--- config.mk ---
export PLATFORM = sky130hd
export DESIGN_NAME = mem_access_stage
export DESIGN_NICKNAME = d
export VERILOG_FILES = /design/src/rtl/mem_access_stage.sv
export SDC_FILE = /design/constraint.sdc
export NUM_CORES = 1
export LEC_CHECK = 0
export CORE_ASPECT_RATIO = 0.6
export CORE_MARGIN = 10
export CORE_UTILIZATION = 25
export DETAILED_ROUTE_END_ITERATION = 12
export PLACE_DENSITY = 0.54
export SYNTH_ARGS = -nofsm -noshare
export SYNTH_HDL_FRONTEND = slang
export SYNTH_SLANG_ARGS = --single-unit
--- constraint.sdc ---
create_clock -name clock -period 2.24 [get_ports clock]
set_input_delay 0.448 -clock clock [delete_from_list [all_inputs] [get_ports clock]]
set_output_delay 0.448 -clock clock [all_outputs]
set_load 0.005 [all_outputs]
--- src/rtl/mem_access_stage.sv ---
// MIPS memory-access stage: byte/half/word loads and stores over a req/ack port; other ops pass through.
// Latency: pass-through and addr_error take 1 cycle; memory ops complete 1 cycle after mem_ack, or raise bus_error after TIMEOUT_CYCLES.
// Backpressure: stall is combinational while an access is being issued or is outstanding, and drops in the mem_ack cycle.
module mem_access_stage #(
  parameter int TIMEOUT_CYCLES = 16,
  parameter int ADDR_W         = 32
) (
  input  logic              clock,
  input  logic              reset,
  input  logic              valid_in,
  input  logic [31:0]       alu_result,
  input  logic [31:0]       store_data,
  input  logic [31:0]       insn,
  output logic              stall,
  output logic              valid_out,
  output logic [31:0]       data_out,
  output logic              addr_error,
  output logic              bus_error,
  output logic              mem_req,
  output logic              mem_we,
  output logic [ADDR_W-1:0] mem_addr,
  // Index 0 is byte offset 0 (data bits 31:24), matching the big-endian bit numbering of the bus.
  output logic [0:3]        mem_be,
  output logic [31:0]       mem_wdata,
  input  logic              mem_ack,
  input  logic [31:0]       mem_rdata
);

  localparam int TW = $clog2(TIMEOUT_CYCLES + 1);
  localparam logic [1:0] SZ_B = 2'd0;
  localparam logic [1:0] SZ_H = 2'd1;
  localparam logic [1:0] SZ_W = 2'd2;

  typedef enum logic {IDLE, WAIT} state_t;

  state_t        state, state_nxt;
  logic [TW-1:0] timer;
  logic [1:0]    ld_size;
  logic          ld_signed;
  logic [1:0]    ld_off;

  logic          is_load, is_store, op_signed, aligned, accept_mem, expire;
  logic [1:0]    op_size;
  logic [7:0]    ld_byte;
  logic [15:0]   ld_half;
  logic [31:0]   load_val;
  logic          unused_insn;

  // Only the opcode field of the instruction word is relevant here.
  assign unused_insn = ^insn[25:0];

  // Decode the opcode (insn[31:26]) and check address alignment for its access size.
  always_comb begin
    is_load   = 1'b0;
    is_store  = 1'b0;
    op_signed = 1'b0;
    op_size   = SZ_W;
    case (insn[31:26])
      6'b100000: begin is_load  = 1'b1; op_size = SZ_B; op_signed = 1'b1; end
      6'b100001: begin is_load  = 1'b1; op_size = SZ_H; op_signed = 1'b1; end
      6'b100011: begin is_load  = 1'b1; op_size = SZ_W; end
      6'b100100: begin is_load  = 1'b1; op_size = SZ_B; end
      6'b100101: begin is_load  = 1'b1; op_size = SZ_H; end
      6'b101000: begin is_store = 1'b1; op_size = SZ_B; end
      6'b101001: begin is_store = 1'b1; op_size = SZ_H; end
      6'b101011: begin is_store = 1'b1; op_size = SZ_W; end
      default:   ;
    endcase
    case (op_size)
      SZ_W:    aligned = (alu_result[1:0] == 2'b00);
      SZ_H:    aligned = ~alu_result[0];
      default: aligned = 1'b1;
    endcase
    accept_mem = valid_in && (is_load || is_store) && aligned;
    expire     = (timer == TW'(TIMEOUT_CYCLES - 1));
  end

  // Pick the addressed lane from the read word (byte 0 is the most significant) and extend it.
  always_comb begin
    case (ld_off)
      2'd0:    ld_byte = mem_rdata[31:24];
      2'd1:    ld_byte = mem_rdata[23:16];
      2'd2:    ld_byte = mem_rdata[15:8];
      default: ld_byte = mem_rdata[7:0];
    endcase
    ld_half = ld_off[1] ? mem_rdata[15:0] : mem_rdata[31:16];
    case (ld_size)
      SZ_B:    load_val = {{24{ld_signed & ld_byte[7]}}, ld_byte};
      SZ_H:    load_val = {{16{ld_signed & ld_half[15]}}, ld_half};
      default: load_val = mem_rdata;
    endcase
  end

  // Next state and stall: stall covers the issue cycle and every WAIT cycle except the ack cycle.
  always_comb begin
    state_nxt = state;
    stall     = 1'b0;
    case (state)
      IDLE: begin
        if (accept_mem) begin
          stall     = 1'b1;
          state_nxt = WAIT;
        end
      end
      WAIT: begin
        stall = ~mem_ack;
        if (mem_ack || expire) state_nxt = IDLE;
      end
      default: state_nxt = IDLE;
    endcase
  end

  // State register.
  always_ff @(posedge clock) begin
    if (reset) state <= IDLE;
    else       state <= state_nxt;
  end

  // Datapath: issue requests with lane-steered enables/data, complete on ack, abort on timeout.
  always_ff @(posedge clock) begin
    if (reset) begin
      valid_out  <= 1'b0;
      data_out   <= '0;
      addr_error <= 1'b0;
      bus_error  <= 1'b0;
      mem_req    <= 1'b0;
      mem_we     <= 1'b0;
      mem_addr   <= '0;
      mem_be     <= '0;
      mem_wdata  <= '0;
      timer      <= '0;
      ld_size    <= SZ_W;
      ld_signed  <= 1'b0;
      ld_off     <= 2'd0;
    end else begin
      valid_out  <= 1'b0;
      addr_error <= 1'b0;
      bus_error  <= 1'b0;
      case (state)
        IDLE: begin
          if (valid_in && !(is_load || is_store)) begin
            valid_out <= 1'b1;
            data_out  <= alu_result;
          end else if (valid_in && !aligned) begin
            addr_error <= 1'b1;
          end else if (accept_mem) begin
            mem_req   <= 1'b1;
            mem_we    <= is_store;
            mem_addr  <= ADDR_W'({alu_result[31:2], 2'b00});
            ld_size   <= op_size;
            ld_signed <= op_signed;
            ld_off    <= alu_result[1:0];
            timer     <= '0;
            if (is_load) begin
              mem_be    <= 4'b1111;
              mem_wdata <= '0;
            end else begin
              case (op_size)
                SZ_B: begin
                  mem_be    <= 4'b1000 >> alu_result[1:0];
                  mem_wdata <= {4{store_data[7:0]}};
                end
                SZ_H: begin
                  mem_be    <= alu_result[1] ? 4'b0011 : 4'b1100;
                  mem_wdata <= {2{store_data[15:0]}};
                end
                default: begin
                  mem_be    <= 4'b1111;
                  mem_wdata <= store_data;
                end
              endcase
            end
          end
        end
        WAIT: begin
          if (mem_ack) begin
            mem_req   <= 1'b0;
            valid_out <= 1'b1;
            timer     <= '0;
            if (!mem_we) data_out <= load_val;
          end else if (expire) begin
            mem_req   <= 1'b0;
            bus_error <= 1'b1;
            timer     <= '0;
          end else begin
            timer <= timer + TW'(1);
          end
        end
        default: ;
      endcase
    end
  end

endmodule

### Yosys cells after proc, flatten, opt, wreduce, memory -nomap -nowiden

Index checks and enable logic that the tools add are counted.

| operators by class | value |
|---|---|
| $add $sub $neg | 1 |
| eq/ne operators | 21 |
| shift operators | 1 |
| muxes and demuxes | 38 |
| bitwise gates (word level) | 7 |
| reduce and logical (&&, ||, !) cells | 23 |

Operators by type and width:

| operator | number |
|---|---|
| $pmux W32 S2 | 3 |
| $mux W32 | 4 |
| $eq A6 B6 Y1 const B | 8 |
| $mux W5 | 5 |
| $pmux W8 S3 | 1 |
| $mux W16 | 1 |
| $reduce_or A3 Y1 | 5 |
| $mux W1 | 14 |
| $ne A2 B2 Y1 const B | 6 |
| $pmux W1 S2 | 5 |
| $pmux W5 S2 | 1 |
| $logic_not A2 Y1 | 4 |
| $mux W4 | 2 |
| $pmux W4 S2 | 1 |
| $reduce_and A4 Y1 | 2 |
| $eq A2 B1 Y1 const B | 3 |
| $reduce_and A3 Y1 | 2 |
| $add A5 B1 Y5 const B | 1 |
| $eq A5 B4 Y1 const B | 1 |
| $not A1 Y1 | 5 |
| $reduce_or A5 Y1 | 1 |
| $eq A2 B2 Y1 const B | 2 |
| $logic_and A1 B1 Y1 | 4 |
| $pmux W2 S2 | 1 |
| 6 further kinds | 9 |

| storage, ports and cells | value |
|---|---|
| register bits after elaboration | 114 |
| input port bits | 132 |
| output and inout bits | 106 |
| logic and storage cells | 105 |

### Depth between registers and ports, before layout

| depth | value |
|---|---|
| word-level depth | 10 |
| gate-level depth with buffers | 7 |
| depth with buffers taken out | 5 |

### Worst setup path after synthesis

OpenSTA, ideal clock, no wires.

| timing | value |
|---|---|
| kind | in2out |
| start | input port insn[31] |
| end | output port stall |
| arrival time | 1349 ps |
| data required time | 1792 ps |
| setup slack | 443 ps |
| stages | 6 |
| path buffers | 2 |
| cells stage by stage | nor2b_1 > clkbuf_1 > a31o_2 > buf_2 > nand2_1 > nand2_1 |

| on the way | value |
|---|---|
| word-level cells in the longest chain between the ends | 8 |
| elaborated cells between the ends (all ways) | 23 |
| those cells by class | 10 x eq/ne; 6 x mux; 7 x reduce/logical |

Ends and longest elaborated chain:

| element | RTL line | text |
|---|---|---|
| from (decl) | 13 | `input logic [31:0] insn,` |
| $eq A6 B6 Y1 | 58 | `case (insn[31:26])` |
| $reduce_or A3 Y1 (no line) or $reduce_or A5 Y1 (tied branches) | n/a |  |
| $pmux W2 S2 or $mux W1 (tied branches) | 58 |  |
| $eq A2 B1 Y1 (tied with other cells) | 69 | `case (op_size)` |
| $pmux W1 S2 or $logic_and A1 B1 Y1 (tied branches) | 69, 74 |  |
| $logic_and A1 B1 Y1 (*) | 74 | `accept_mem = valid_in && (is_load \|\| is_store) && aligned;` |
| $mux W1 (*) | 100 | `if (accept_mem) begin` |
| $pmux W1 S2 (*) | 98 | `case (state)` |
| to (decl) | 14 | `output logic stall,` |

Mark *: on every way between the ends. The rest lies on a longest branch, timed or not.

### Worst setup path in the final report

| timing | value |
|---|---|
| start | input port insn[27] |
| end | output port stall |

Same word-level chain as after synthesis.

==> run_results.csv <==
group,metric,value,unit
run_status,status,"finished, final reports clean",
placed_design,gp_congestion,0.8626,
routing,num_vias,6620,
power,p_total,5.542,mW
synth,yosys.cell_count.top_type,"dfxtp_1",
clock_tree,clock-root-buffer,"clkbuf_16",
critical_path,r2r-start,"state$_SDFF_PP0_",
timing,holdWs,0.2494,ns
placed_design,hpwl,20.42,mm
power,p_leak,3.431,nW
critical_path,r2r_end,"data_out[20]$_SDFFE_PP0P_",
routing,viasPerCell,5.304,
critical_path,path_max_fanout,3,
layout,syn_to_final_growth,57.16,%
layout,nets,1053,
clock_tree,clk_pin_slew,0.06,ns
synth,synth_top_cell_by_area,"dfxtp_1",
worst_hold_path,worstHoldPathCells,2,
power,powerDensity,583.5,nW/um^2
synth,synth_top_area_share,37.76,%
clock_tree,cts_buffers,17,
timing,tightestPinTransition,0.7255,ns
synth,syn_inst,689,
worst_hold_path,hold_path_class,"input pin to flip-flop",
placed_design,placed_cell_area,8950,sq um
critical_path,cp-endpoint,"stall",
critical_path,critical-path-max-stage-delay,0.49,ns
critical_path,worst-path-buf-inv,2,
critical_path,critPathLaunch,"insn[27]",
critical_path,startpoint_type,"input pin",
timing,fin_skew,0.008377,ns
timing,clock.fmax,0.4648,GHz
floorplanning,ios,238,
routing,drc,0,
floorplanning,die_x,220.7,um
global_route,antenna_found_initial,3,
critical_path,worstPathArrival,1.70,ns
job,maxCapViolCount,0,
critical_path,critical_path_class,"input pin to output pin",
clock_tree,clk_path_buf_depth,2,
critical_path,r2r_cells,5,
placed_design,dpl.cell_count,1215,
placed_design,port-buffer-count,209,
timing,hold_violations,0,
synth,synthTopCellsByArea,"dfxtp_1 (38%), o2111ai_1 (8.1%), o41ai_2 (5.4%)",
critical_path,ff2ff_setup_slack,0.13,ns
global_route,grt_pass1_wl,42.00,mm
timing,slew_violations,0,
routing,drtIter0Drc,674,
critical_path,crit_required,1.79,ns
global_route,grt_use_total,17.55,%
timing,finalSetupViolations,0,
timing,finalSetupTns,0,ns
global_route,gr-total-overflow,0,
clock_tree,cts_tree,"done",
synth,synth_edf_count,0,
clock_tree,clk_latency,0.41,ns
critical_path,path_depth,6,
synth,synth.avg_cell_area,8.771,sq um
synth,synth_warnings,0,
layout,final_cells,1248,
critical_path,end_kind,"output pin",
timing,maxSlewHeadroom,51.63,%
layout,drive_gt1_share,16.33,%
floorplanning,num_rows,43,
routing,wire_per_inst,22.48,um
routing,first_pass_iters,5,
routing,ant_nets,0,
timing,rsz0062_at_grt,"no",
layout,fin_area,9498,sq um
synth,synth_area,6043,sq um
floorplanning,coreArea,23460,sq um
global_route,grt_start_max_net_pins,86,
timing,min_period,2.152,ns
timing,finalCritPeriodShare,96.05,%
synth,async_flop_share,0,%
synth,netlist_top_cells_count,"dfxtp_1 (114), a21oi_1 (60), o21ai_0 (59)",
routing,routed_wl,28.05,mm
critical_path,crit_chain,"clkdlybuf4s50_1, a21o_1, a21boi_4, nand2_2, nand2_1, clkdlybuf4s15_2",
synth,synth_top_flop_cell,"dfxtp_1",
power,ir_drop,383.5,uV
global_route,grt_pass1_vias,6369,
floorplanning,die-area,31000,sq um
critical_path,cpLargestDelayFamily,"buffers and inverters",
clock_tree,clock-sinks,114,
clock_tree,ctsHtreeMaxLevel,4,
synth,synth-seq-cells,114,
synth,synth_cell_type_count,61,
synth,yosysSeqAreaShare,37.76,%
floorplanning,die-height,140.4,um
critical_path,crit_slowest_cell,"clkdlybuf4s50_1",
floorplanning,start_util,25.76,%
[cell usage in the layout, fill, tap and decap left out, drive strengths merged, types with 8 or more instances in the layout]
cell type and count:
nand3 45, a21boi 9, buf 83, o211a 8, a221oi 16, o2111ai 56, clkdlybuf4s50 202, a21oi 62
nand4 9, a22oi 8, o21ai 63, o41ai 25, and3 8, dfxtp 114, mux2i 30, nor2 33
clkbuf 24, a31oi 9, nand2 46
[where the power goes]
| group | switching [mW] | internal (mW) | leakage, nW | total [mW] |
|---|---|---|---|---|
| clock network | 0.978 | 1.48 | 0.255 | 2.46 |
| logic | 0.474 | 0.478 | 2.25 | 0.952 |
| registers | 0.0388 | 2.09 | 0.926 | 2.13 |
[registers in the layout (all words and copies together) (netlist names), 2 cells and up]
signal	count
ld_off	2
mem_addr	30
mem_wdata	32
ld_size	2
timer	5
data_out	32
mem_be	4
[worst reg2reg max path, cell delays in order (launching register included)]
cell and delay (ns):
dfxtp_1 0.33, buf_4 0.43, inv_1 0.47, a221oi_1 0.49, buf_4 0.19, o41ai_2 0.06
[layer usage]
| layer | vias to the layer above | track usage, % | wire length, um |
|---|---|---|---|
| met2 | 232 | 23.38 | 11430 |
| li1 | 3142 | - | - |
| met1 | 3224 | 25.82 | 13790 |
| met3 | 20 | 6.387 | 2502 |
| met5 | - | 0 | 17 |
| met4 | 2 | 3.601 | 312 |
[worst min path at each step]
stage                                    start                         end  slack, ns
floorplan                timer[4]$_SDFFE_PP0P_       timer[4]$_SDFFE_PP0P_       0.44
global placement    mem_wdata[27]$_SDFFE_PP0P_  mem_wdata[27]$_SDFFE_PP0P_       0.44
detailed placement  mem_wdata[14]$_SDFFE_PP0P_  mem_wdata[14]$_SDFFE_PP0P_       0.45
CTS                                      reset        mem_req$_SDFFE_PP0P_       0.22
global route                             reset            state$_SDFF_PP0_       0.23
finish                                   reset        mem_req$_SDFFE_PP0P_       0.25
[logic make-up (layout without fill, tap and decap cells)]
group,Yosys count,after routing,share of synthesized area (%)
other,1,4,0.06205
flip-flops,114,114,37.76
AO/OA/AOI/OAI,284,284,35.55
multiplexers,33,33,5.901
adder cells (fa/ha/maj),1,1,0.2070
AND/OR/NAND/NOR,170,170,14.10
buffers and inverters,86,327,6.418
[metrics by stage]
step	util, %	setup slack, ns
final	40.49	0.08847
after detailed placement	38.15	-0.2926
after global placement	38.15	-0.3664
after CTS	40.35	0.002171
after global routing	40.48	0.0003249
after floorplan	-	0.4430
[what timing repair did]
item	CTS	global route
pin swaps	1	1
hold buffers	0	0
gates resized for setup	3	8
hold endpoints to repair	0	0
setup endpoints to repair	1	15
setup buffers	0	1
[layout make-up]
cell class,count,area (sq um)
antenna,2,5.005
clock buffer,24,481.7
clock inverter,6,32.53
fill,2370,13960
inverter,6,22.52
multi-input combinational,490,3411
sequential,114,2282
tap,315,394.1
timing repair buffer,291,2869
No activity file was read; power rests on OpenSTA's default activity.
==> patch 1: new RTL, same settings <==
Reset style: asynchronous (`reset`), changed in 2 clocked blocks.
--- a/src/rtl/mem_access_stage.sv
+++ b/src/rtl/mem_access_stage.sv
@@ -112,5 +112,5 @@
 
   // State register.
-  always_ff @(posedge clock) begin
+  always_ff @(posedge clock or posedge reset) begin
     if (reset) state <= IDLE;
     else       state <= state_nxt;
@@ -118,5 +118,5 @@
 
   // Datapath: issue requests with lane-steered enables/data, complete on ack, abort on timeout.
-  always_ff @(posedge clock) begin
+  always_ff @(posedge clock or posedge reset) begin
     if (reset) begin
       valid_out  <= 1'b0;
Function: differs if reset is asserted again (counterexample within 4 cycles, from zero or initial values and one cycle with reset high); with reset held inactive, the same outputs for 4 cycles.
==> patch 1 against the unedited design <==
Worst setup slack got worse by 0.026 ns. Sequential cell count is the same. First-iteration DRC count down 51%. Wire length fell by 18%. Largest cell class is now registers. Highest routed layer unchanged. Synthesized area shrank 6.5%. Synthesized cell count is 8.0% lower. Cell area down 5.6%.
Power is not compared: it rests on default switching activity, and its combinational part moved more than twofold at a synthesized area within 25%.
==> patch 1: results (changes against the unedited design) <==
\begin{tabular}{lr}
\hline
Metric & Value \\
\hline
\multicolumn{2}{l}{\textbf{Global route}} \\
\quad GRT Resource Usage Total & 15.7\% (-1.8 points) \\
\quad Number of global-route vias before repair & 5431 (-15\%) \\
\quad Maximum number of pins on one net before global-route repair & 101 (+17\%) \\
\quad Antenna violations before repair & 2 (-1) \\
\quad Global-route wire length before repair & 35000 um (-17\%) \\
\multicolumn{2}{l}{\textbf{Logic synthesis}} \\
\quad Main area contributors after synthesis & dfrtp\_1, nand2\_1, mux2i\_1, o21ai\_0, nor2\_1 \\
\quad Area fraction in compound gates after synthesis & 18.8\% (-17 points) \\
\quad Sequential fraction of the synthesis area & 50.5\% (+13 points) \\
\quad Share of async-settable or async-resettable flops after synthesis & 100\% (+100 points) \\
\quad Number of unique standard cell types used by synthesis & 47 (-23\%) \\
\quad Syn. warnings & 0 (unchanged) \\
\quad Post-synthesis cell count & 634 (-8.0\%) \\
\quad Post-synth top cells & nand2\_1, dfrtp\_1, nor2\_1 \\
\quad Share of synthesized area spent on multiplexers & 5.87\% (-0.035 points) \\
\multicolumn{2}{l}{\textbf{Cells and area}} \\
\quad \# nets final & 993 (-5.7\%) \\
\quad Fraction of layout cells with a size suffix above 1 & 11.8\% (-4.5 points) \\
\quad Registers with the most flip-flops & data\_out: 32 flops, mem\_wdata: 32 flops, mem\_addr: 30 flops \\
\quad Post-route insts no fill & 1183 (-5.2\%) \\
\multicolumn{2}{l}{\textbf{Placement}} \\
\quad Setup slack at placement & -0.712 ns (-0.420 ns) \\
\quad Dpl cell area & 8330 um2 (-7.0\%) \\
\quad Final HPWL DP & 17700 um (-13\%) \\
\quad Quantity of I/O buffers inserted on ports & 209 (unchanged) \\
\quad Cells after DPL & 1147 (-5.6\%) \\
\multicolumn{2}{l}{\textbf{Die}} \\
\quad Die ar. & 29200 um2 (-5.7\%) \\
\multicolumn{2}{l}{\textbf{Status}} \\
\quad Run status & finished clean \\
\multicolumn{2}{l}{\textbf{Clocking}} \\
\quad Number of H-tree levels & 4 (unchanged) \\
\quad Clk Latency, worst-skew pair & 0.43 ns (+0.02 ns) \\
\multicolumn{2}{l}{\textbf{STA}} \\
\quad Transition at the pin with the smallest max-transition slack & 0.760 ns (+0.0346 ns) \\
\multicolumn{2}{l}{\textbf{Routing}} \\
\quad WL per Instance & 19.5 um (-13\%) \\
\quad Vias per cell & 4.64 (-13\%) \\
\quad Initial DRC count & 329 (-51\%) \\
\multicolumn{2}{l}{\textbf{Setup path}} \\
\quad Slowest stage cell, crit path & a2111o\_2 \\
\quad CP delay by family, top & compound AO/OA/AOI/OAI gates \\
\quad Signal arrival time at the worst endpoint & 1.73 ns (+0.03 ns) \\
\multicolumn{2}{l}{\textbf{Power and ir drop}} \\
\quad Peak supply drop & 0.507 mV \\
\hline
\end{tabular}
## patch 1: cell type report
class	count	area [um2]
Fill cell	2271	13200
Clock buffer	23	488
Sequential cell	114	2850
Clock inverter	9	128
Tap cell	308	385
Antenna cell	2	5.00
Inverter	7	30.0
Multi-Input combinational cell	461	2550
Timing Repair Buffer	259	2530
## patch 1: cells by family after synthesis
kind of cell | count (synthesis)
xor+xnor | 1
other cells | 1
compound gates | 149
mux | 33
buf+inv | 60
simple gates | 275
fa+ha+maj | 1
flops | 114
## patch 1: per-layer routing
layer	vias up	part of all wire, %	global-route usage, %
met1	2646	51	22.9
met5	-	0.10	0
li1	2658	-	-
met4	4	0.79	3.72
met3	22	8.3	6.52
met2	157	40	20.6
## patch 1: repair_timing
action | 4_1_cts | 5_1_grt
hold endpoints to repair | 0 | 0
buffers inserted | 1 | 1
resized for setup | 24 | 3
setup endpoints to repair | 71 | 10
pin swaps | 5 | 4
## patch 1: power breakdown
part / switching [mW] / internal, mW
Sequential: 0.251 / 2.47
Clock: 0.998 / 1.86
Combinational: 0.940 / 1.20
## patch 1: path summary, 6_finish.rpt
kind                       cells after the start                      from  slack, ns                        to
max in group asynchronous                      3                     reset       1.28   data_out[2]$_DFFE_PP0P_
max                                            6                  insn[28]       0.06                     stall
min reg2reg                                    2  mem_wdata[3]$_DFFE_PP0P_       0.46  mem_wdata[3]$_DFFE_PP0P_
max reg2reg                                    6           state$_DFF_PP0_       0.24        mem_we$_DFFE_PP0P_
min                                            3                  insn[28]       0.30        mem_we$_DFFE_PP0P_
min in group asynchronous                      2                     reset       0.35  mem_wdata[2]$_DFFE_PP0P_
==> patch 2: new RTL, same settings <==
Made on the original files. Set the parameter `TIMEOUT_CYCLES` to 32 (it was 16).
--- a/src/rtl/mem_access_stage.sv
+++ b/src/rtl/mem_access_stage.sv
@@ -3,5 +3,5 @@
 // Backpressure: stall is combinational while an access is being issued or is outstanding, and drops in the mem_ack cycle.
 module mem_access_stage #(
-  parameter int TIMEOUT_CYCLES = 16,
+  parameter int TIMEOUT_CYCLES = 32,
   parameter int ADDR_W         = 32
 ) (
Behaviour: same outputs for any inputs over 4 cycles, from zero or initial values and one cycle with reset high; that may be too few to reach the edited logic, so the function may still have changed.
==> patch 2 against the unedited design <==
First-iteration DRC count grew 0.74%. Largest power group unchanged. Wire length grew 5.8%. Worst setup slack gained 0.0054 ns. Cell count grew 4.0%. Core utilization shrank 0.59 points. Synthesized area grew 4.5%. Sequential cell count grew 1. Power grew 3.0%. Cell area grew 2.9%. Largest cell class unchanged.
==> patch 2: results (changes against the unedited design) <==
\begin{tabular}{lr}
\hline
Metric & Value \\
\hline
\multicolumn{2}{l}{\textbf{Power and ir drop}} \\
\quad Peak supply drop & 0.463 mV (+21\%) \\
\quad Leak Pwr & 3.60 nW (+5.0\%) \\
\multicolumn{2}{l}{\textbf{Status}} \\
\quad Run status & finished clean \\
\multicolumn{2}{l}{\textbf{Global route}} \\
\quad GRT Resource Usage Total & 17.8\% (+0.22 points) \\
\quad Global-route wire length before repair & 43600 um (+3.7\%) \\
\quad Number of global-route vias before repair & 6834 (+7.3\%) \\
\multicolumn{2}{l}{\textbf{Placement}} \\
\quad GPL Wtd Cong & 0.852 (-1.3\%) \\
\quad Setup slack at placement & -0.320 ns (-0.0275 ns) \\
\quad Final HPWL DP & 22000 um (+7.8\%) \\
\multicolumn{2}{l}{\textbf{STA}} \\
\quad Post-route clock skew & 0.00838 ns (+0.00000183 ns) \\
\quad Transition at the pin with the smallest max-transition slack & 0.684 ns (-0.0419 ns) \\
\quad Final-report setup violation count & 0 (unchanged) \\
\quad Max Slew Vio Count & 0 (unchanged) \\
\multicolumn{2}{l}{\textbf{Routing}} \\
\quad Initial DRT Pass Iterations & 5 (unchanged) \\
\quad WL per Instance & 22.9 um (+1.7\%) \\
\quad DR vias & 6944 (+4.9\%) \\
\quad Initial DRC count & 679 (+0.74\%) \\
\multicolumn{2}{l}{\textbf{Logic synthesis}} \\
\quad Sequential fraction of the synthesis area & 36.5\% (-1.3 points) \\
\quad Post-synth top cells & dfxtp\_1, nor2\_1, o31ai\_1 \\
\quad Most frequently used flop master after synthesis & dfxtp\_1 \\
\quad Number of unique standard cell types used by synthesis & 65 (+6.6\%) \\
\quad Main area contributors after synthesis & dfxtp\_1, o31ai\_1, mux2i\_1, a221oi\_1, o32ai\_1 \\
\multicolumn{2}{l}{\textbf{Cells and area}} \\
\quad Fraction of layout cells with a size suffix above 1 & 15.0\% (-1.3 points) \\
\quad \# nets final & 1094 (+3.9\%) \\
\quad Final-layout fill cell count & 2404 (+1.4\%) \\
\multicolumn{2}{l}{\textbf{Setup path}} \\
\quad Largest incremental delay on the critical path & 0.53 ns (+0.04 ns) \\
\quad Signal arrival time at the worst endpoint & 1.70 ns (about the same) \\
\quad Critical Path Fanout Max & 2 (-1) \\
\quad Slowest stage cell, crit path & clkdlybuf4s50\_1 \\
\hline
\end{tabular}
## patch 2: worst paths after layout
path | startpoint | end | slack [ns] | depth (start not counted)
max | insn[30] | stall | 0.09 | 6
min reg2reg | mem_wdata[5]$_SDFFE_PP0P_ | mem_wdata[5]$_SDFFE_PP0P_ | 0.46 | 2
min | reset | state$_SDFF_PP0_ | 0.40 | 2
max reg2reg | state$_SDFF_PP0_ | mem_addr[8]$_SDFFE_PP0P_ | 0.27 | 7
## patch 2: final cells by class
type	instances	share of cell area [%]
Antenna cell	2	0.0512
Clock buffer	21	4.71
Clock inverter	11	0.883
Inverter	39	1.50
Multi-Input combinational cell	497	36.2
Sequential cell	115	23.6
Tap cell	322	4.12
Timing Repair Buffer	291	29.0
## patch 2: worst reg2reg max path, delay by kind of cell (launching register included)
kind / cells / cell delay (ns)
buf+inv: 3 / 0.96
simple gates: 2 / 0.27
compound gates: 2 / 0.30
flops: 1 / 0.35
## patch 2: layer usage
metal / GRT usage, % / vias to the layer above / wire length, um
met3: 6.65 / 12 / 2650
met5: 0 / - / 20
met4: 3.72 / 2 / 212
li1: - / 3300 / -
met1: 26.2 / 3364 / 15100
met2: 23.5 / 266 / 11700
## patch 2: per-stage QoR
step	hold WS [ns]	TNS (ns)	util, %	std cells	area [um2]
2_1_floorplan	0.439	0	-	733	6320
3_3_place_gp	0.450	-13.10	37.6	1263	9200
3_5_place_dp	0.460	-12.31	37.6	1263	9200
4_1_cts	0.389	0	39.9	1296	9770
5_1_grt	0.419	0	39.9	1298	9770
6_report	0.405	0	39.9	1298	9770
## patch 2: cell families (layout without fill, tap and decap cells)
| group | after synthesis | in the layout | share of synthesized area [%] |
|---|---|---|---|
| xor+xnor | 2 | 2 | 0.277 |
| buf+inv | 121 | 362 | 8.22 |
| other cells | 1 | 4 | 0.0594 |
| fa+ha+maj | 1 | 1 | 0.198 |
| simple gates | 176 | 176 | 13.7 |
| mux | 52 | 52 | 8.84 |
| flops | 115 | 115 | 36.5 |
| compound gates | 264 | 264 | 32.2 |
## patch 2: power by group
group | internal (mW) | switching, mW
combinational | 0.476 | 0.512
sequential | 2.10 | 0.0358
clock | 1.57 | 1.02
total | 4.14 | 1.56
## patch 2: timing repair
action,in CTS,in global routing
setup buffers,1,0
setup endpoints to repair,1,0
gates resized for setup,9,0
hold buffers,0,0
